--- src/rtl/ecko_pkg.sv ---
// ecko_pkg
// Shared defaults and state encoding for the max_unpool1d block.
//   DEF_DATA_W : default sample width
//   DEF_STRIDE : default number of output samples per pooled input sample
//   state_e    : ST_IDLE (nothing held) / ST_EMIT (held sample being expanded)
package ecko_pkg;

  localparam int DEF_DATA_W = 16;
  localparam int DEF_STRIDE = 2;

  typedef enum logic {
    ST_IDLE = 1'b0,
    ST_EMIT = 1'b1
  } state_e;

endpackage : ecko_pkg

--- src/rtl/max_unpool1d.sv ---
// max_unpool1d
// Expands each pooled input sample into STRIDE output samples.
//
// Build option (compile-time macro MAX_UNPOOL_IDX_EN):
//   undefined : every one of the STRIDE outputs repeats the held sample
//               (nearest-neighbour replication); in_idx is ignored.
//   defined   : only the output whose position equals the held in_idx
//               carries the sample, all other positions are zero. An index
//               >= STRIDE yields an all-zero window.
//
// Parameters
//   DATA_W : sample width
//   STRIDE : outputs per input sample (>= 1)
//   IDX_W  : width of in_idx (>= clog2(STRIDE), minimum 1)
//
// Ports
//   clk       : clock, all state on rising edge
//   rst_n     : asynchronous active-low reset
//   in_data   : pooled sample (unsigned)
//   in_idx    : argmax position of the sample within its window
//   in_last   : final pooled sample of a frame
//   in_valid  : upstream valid
//   in_ready  : upstream ready (combinational from out_ready while emitting)
//   out_data  : expanded sample
//   out_last  : final expanded sample of a frame
//   out_valid : downstream valid
//   out_ready : downstream ready
module max_unpool1d
  import ecko_pkg::*;
#(
  parameter int DATA_W = DEF_DATA_W,
  parameter int STRIDE = DEF_STRIDE,
  parameter int IDX_W  = 1
) (
  input  logic              clk,
  input  logic              rst_n,
  input  logic [DATA_W-1:0] in_data,
  input  logic [IDX_W-1:0]  in_idx,
  input  logic              in_last,
  input  logic              in_valid,
  output logic              in_ready,
  output logic [DATA_W-1:0] out_data,
  output logic              out_last,
  output logic              out_valid,
  input  logic              out_ready
);

  // A one-bit counter is kept even for STRIDE=1; it simply stays at 0.
  localparam int                CNT_W    = (STRIDE > 1) ? $clog2(STRIDE) : 1;
  localparam logic [CNT_W-1:0]  LAST_CNT = CNT_W'(STRIDE - 1);

  state_e              r_state;
  logic [CNT_W-1:0]    r_cnt;
  logic [DATA_W-1:0]   r_data;
  logic                r_last;

  logic                w_at_end;
  logic                w_in_xfer;
  logic                w_out_xfer;
  logic                w_sel;

  assign w_at_end   = (r_cnt == LAST_CNT);
  assign out_valid  = (r_state == ST_EMIT);
  assign w_out_xfer = out_valid && out_ready;

  // Accept a new sample while idle, or on the very cycle the last beat of
  // the current window leaves, so windows stream back-to-back.
  assign in_ready   = (r_state == ST_IDLE) || (out_ready && w_at_end);
  assign w_in_xfer  = in_valid && in_ready;

`ifdef MAX_UNPOOL_IDX_EN
  logic [IDX_W-1:0]    r_idx;

  // Positions only run 0..STRIDE-1, so an out-of-range index never matches.
  assign w_sel = (32'(r_idx) == 32'(r_cnt));

  always_ff @(posedge clk or negedge rst_n) begin
    if (!rst_n) begin
      r_idx <= '0;
    end else if (w_in_xfer) begin
      r_idx <= in_idx;
    end
  end
`else
  logic                w_unused_idx;

  assign w_unused_idx = ^in_idx;
  assign w_sel        = 1'b1;
`endif

  always_ff @(posedge clk or negedge rst_n) begin
    if (!rst_n) begin
      r_state <= ST_IDLE;
      r_cnt   <= '0;
      r_data  <= '0;
      r_last  <= 1'b0;
    end else begin
      case (r_state)
        ST_IDLE: begin
          if (w_in_xfer) begin
            r_data  <= in_data;
            r_last  <= in_last;
            r_cnt   <= '0;
            r_state <= ST_EMIT;
          end
        end
        ST_EMIT: begin
          if (w_in_xfer) begin
            // Last beat leaves and the next sample loads in the same cycle.
            r_data  <= in_data;
            r_last  <= in_last;
            r_cnt   <= '0;
          end else if (w_out_xfer) begin
            if (w_at_end) begin
              r_cnt   <= '0;
              r_state <= ST_IDLE;
            end else begin
              r_cnt <= r_cnt + CNT_W'(1);
            end
          end
        end
        default: begin
          r_state <= ST_IDLE;
          r_cnt   <= '0;
        end
      endcase
    end
  end

  // Outputs are gated by the state so they read zero whenever nothing is held.
  assign out_data = (out_valid && w_sel) ? r_data : '0;
  assign out_last = out_valid && r_last && w_at_end;

endmodule : max_unpool1d

--- config.mk ---
export PLATFORM = sky130hd
export DESIGN_NAME = max_unpool1d
export DESIGN_NICKNAME = d
export VERILOG_FILES = /design/src/rtl/ecko_pkg.sv /design/src/rtl/max_unpool1d.sv
export SDC_FILE = /design/constraint.sdc
export NUM_CORES = 1
export LEC_CHECK = 0
export BUFFER_PORTS_ARGS = -buffer_cell sky130_fd_sc_hd__buf_2
export CORE_UTILIZATION = 30
export CTS_BUF_LIST = sky130_fd_sc_hd__clkbuf_4 sky130_fd_sc_hd__clkbuf_8
export DETAILED_ROUTE_END_ITERATION = 10
export PLACE_DENSITY = 0.66
export SYNTH_ARGS = -nofsm -noshare
export SYNTH_HDL_FRONTEND = slang
export SYNTH_SLANG_ARGS = --single-unit
--- constraint.sdc ---
create_clock -name clk -period 1.5 [get_ports clk]
set_input_delay 0 -clock clk [delete_from_list [all_inputs] [get_ports clk]]
set_output_delay 0 -clock clk [all_outputs]
set_load 0.05 [all_outputs]
# Word-level counts from Yosys, hierarchy flattened
# Cells that the tools add are included.
# word_totals
ff_bits,19
input_bits,22
output_inout_bits,19
wordCells,28
# classes
addsub,1
n_eq_ne,2
n_mux,13
bitwise,1
reduce_logical,7
# op_table
operator,count
16-bit 2-to-1 mux,2
1-bit 2-to-1 mux,9
1-bit logical AND,5
1-bit case mux with 2 select lines,2
"3-bit by 1-bit inequality test with 1-bit output, second input constant",1
"2-bit inequality test, second input constant",1
2-bit AND reduction,1
"1-bit adder, second input constant",1
1-bit logical OR,1
1-bit inverter,1

# Depth between registers and ports, before layout
# logic_depth
ltp_word,5
mapped_depth,4
ltp_nobuf,2

# Least setup slack after synthesis
# No wires, ideal clock.
# synth_timing
path_kind,register -> output
startpoint,register r_state (netlist: out_valid)
endpoint,output port out_data[0]
t_arrival_ns,1.557
setup_slack_ns,-0.057
path_stages_with_launch,4
path_buffers,2
path_cell_list,dfrtp_1 -> clkbuf_1 -> clkbuf_1 -> and2_1
# synth_between
elab_chain_cells,1
# synth_lines
item,line,source
from (decl),max_unpool1d.sv:52,state_e r_state;
from (signal assigned),max_unpool1d.sv:93,r_state <= ST_IDLE;
from (signal assigned),max_unpool1d.sv:104,r_state <= ST_EMIT;
from (signal assigned),max_unpool1d.sv:116,r_state <= ST_IDLE;
16-bit 2-to-1 mux,max_unpool1d.sv:131,assign out_data = (out_valid && w_sel) ? r_data : '0;
to (decl),max_unpool1d.sv:42,"output logic [DATA_W-1:0] out_data,"
# No other way between the ends.

# Worst setup path in the final report
# layout_timing
startpoint,register r_state (netlist: out_valid)
endpoint,output port out_last
# layout_between
elab_chain_cells,2
# layout_lines
item,line,source
1-bit logical AND (2 in series),max_unpool1d.sv:132,assign out_last = out_valid && r_last && w_at_end;
to (decl),max_unpool1d.sv:43,"output logic out_last,"
# No other way between the ends.

==> metrics.md <==
| Metric | Value |
|---|---|
| TritonCTS clock tree | done |
| Vias in the first global route | 929 |
| Max-cap viol count | 0 |
| Layout area overhead | 47.9% |
| CP startpoint | out_valid$_DFF_PN0_ |
| Core area | 3360 µm² |
| Worst-path clk slew | 0.11 ns |
| Post-DRT Antenna Nets | 0 |
| DR vias/cell | 4.42 |
| DIE WIDTH | 61.3 µm |
| Hold Startpoint | out_ready |
| Synth warnings | 0 |
| Mapped Area | 1050 µm² |
| Top-count cell post-synth | dfrtp_1 |
| Largest net degree at the start of global routing | 20 |
| Global-route wire length before repair | 3820 µm |
| Post-Syn Instances | 104 |
| Via Count | 929 |
| Clock sinks | 19 |
| Peak supply drop | 0.969 mV |
| Min Clock Period, post-route | 1.42 ns |
| Mapped Nets | 126 |
| Row cnt | 21 |
| # diodes | 0 |
| Clock group share of total power | 8.6% |
| Mean Syn Cell Area | 10.1 µm² |
| R2R Path Start | r_cnt$_DFFE_PN0P_ |
| Initial core utilization | 31.3% |
| Max Clk Rate | 703 MHz |
| Root buf cell | clkbuf_4 |
| DPL Wire Length | 1660 µm |
| Hold WC Path Type | input pin to flip-flop |
| Grt ovf | 0 |
| Tot Pwr | 0.00325 W |
| CP Max Fanout | 14 |
| Max_slew headroom | 71.0% |
| Leakage Power | 0.778 nW |
| Crit-path leading delay family | buffers and inverters |
| Largest area contributor in the netlist | dfrtp_1 |
| Total negative slack | 0 ns |
| Buffers & Inverters on Critical Path | 3 |
| Post-synth ARST share | 100% |
| Pwr Density | 2080 nW/µm² |
| Overall routed net length | 2500 µm |
| CP arrival | 1.42 ns |
| Crit path cell chain | buf_4, buf_4, and3_2, clkbuf_4 |
| Number of flops mapped to enable cells by yosys | 0 |
| Synth area leaders | dfrtp_1 45%, o32ai_2 15%, and2_1 9.5% |
| Post-route clock period utilization | 94.9% |
| Comb pwr share | 64.3% |
| Data required, critical path | 1.50 ns |
| Layout cells sized above 1 | 45.7% |
| H-tree Lvls | 1 |
| Share of Yosys cell area claimed by the top area cell type | 45.1% |
| Die area | 3750 µm² |
| Fin nets | 187 |
| Psw | 0.00162 W |
| Final Max Tran Viols | 0 |
| CTS Buf Count | 3 |
| Top-level port count | 41 |
| Status | finished clean |
| WL/cell | 11.9 µm |
| Worst Clk Skew | 0.00501 ns |
| DR pass1 iterations | 4 |
| Crit start category | flip-flop |
| Post-synthesis register bit count | 19 |
| Final hold vios | 0 |
| Gpl congestion | 0.693 |
| Measured slew at the worst slew-check pin | 0.436 ns |
| Final Setup Violations | 0 |
| Critical path type | flip-flop to output port |
| Clock buffer depth | 2 |
| DRC | 0 |
| Skew-Pair Late Insertion Delay | 0.30 ns |
| Synth top cells by count | 19 x dfrtp_1, 18 x inv_1, 17 x nand2_1, 16 x and2_1, 10 x o32ai_2 |
| Seq pwr share | 27.1% |
| GRT Util Overall | 13.9% |
| CP max stage cell | dfrtp_2 |
| Crit-path most repeated cell | buf_4 |
| Overall die height | 61.3 µm |
| Ys flop type | dfrtp_1 |
| Sequential area share after synthesis | 45.1% |
| RSZ-0062 raised after global routing | no |
| Sw frac | 49.8% |
| Initial DRC count | 24 |
| Max incr delay on CP | 0.41 ns |
| Initial antenna violation count | 0 |
| Netlist cell types | 19 |
| PortBufs | 39 |
| Internal | 0.00163 W |
| Worst setup EP type | output port |
-- per-layer routing --
metal,wire [µm],GRT usage [%],part of all wire (%)
met5,0,0,0
met4,23,2.92,0.92
met2,1330,28.0,53
met3,98,3.99,3.9
met1,1050,14.0,42
-- power groups by stage --
stage               registers [W]  clock network, W  logic [W]
floorplan                0.000881                 0    0.00162
finish                   0.000879          0.000281    0.00209
CTS                      0.000880          0.000296    0.00210
global route             0.000909          0.000309    0.00222
global placement         0.000874                 0    0.00202
detailed placement       0.000891                 0    0.00206
-- worst min-delay path, stage by stage --
cell	delay [ns]
buf_2	0.11
xor2_1	0.06
a21o_1	0.16
-- registers in the layout, summed over array words and instances, names as in the netlist --
name	cells
out_valid	1
r_cnt	1
r_data	16
r_last	1
-- per-stage QoR --
stage / area (µm²) / worst slack, ns / utilization (%) / instances / hold WS, ns
2_1_floorplan: 1070 / 0.139 / - / 104 / -0.296
3_3_place_gp: 1350 / 0.383 / 40.0 / 188 / -0.0460
6_report: 1560 / 0.0765 / 46.3 / 210 / 0.0690
5_1_grt: 1560 / 0.00837 / 46.3 / 210 / 0.0577
4_1_cts: 1560 / 0.0522 / 46.2 / 210 / 0.0567
3_5_place_dp: 1350 / 0.325 / 40.0 / 188 / -0.0283
-- cell usage in the layout (no fill, tap or decap), types with 2 or more instances in the layout --
master / count
buf_2: 38
buf_4: 6
dlygate4sd3_1: 18
and2_1: 7
buf_12: 2
o32ai_2: 10
o32ai_1: 7
inv_1: 18
nand2_1: 17
and2_2: 9
clkbuf_4: 5
dfrtp_1: 18
-- cell families after synthesis --
group | count (synthesis) | synth area share [%]
buffers and inverters | 27 | 12.2
AOI/OAI and AO/OA | 19 | 23.0
xor gates and xnor gates | 1 | 0.832
and+or+nand+nor | 38 | 18.8
DFF | 19 | 45.1
-- final timing paths --
path                                           to  slack (ns)  cells past startpoint
max in group asynchronous     out_valid$_DFF_PN0_        1.01                      2
min in group asynchronous  r_data[13]$_DFFE_PN0P_        0.16                      2
min                             r_cnt$_DFFE_PN0P_        0.07                      3
min reg2reg                 r_data[6]$_DFFE_PN0P_        0.54                      2
max reg2reg                 r_data[9]$_DFFE_PN0P_        0.30                      3
max                                      out_last        0.08                      4
-- final cells by class --
type,instances,area (µm²)
Sequential cell,19,477
Inverter,18,67.6
Clock buffer,4,30.0
Tap cell,46,57.6
Timing Repair Buffer,65,463
Multi-Input combinational cell,58,463
Fill cell,339,1810
-- what timing repair did --
action	CTS	global route
gates resized for setup	0	1
buffers inserted	0	0
hold buffers	18	0
hold endpoints to repair	36	0
setup endpoints to repair	0	1
Note: power is estimated with default switching activity, not from simulation.
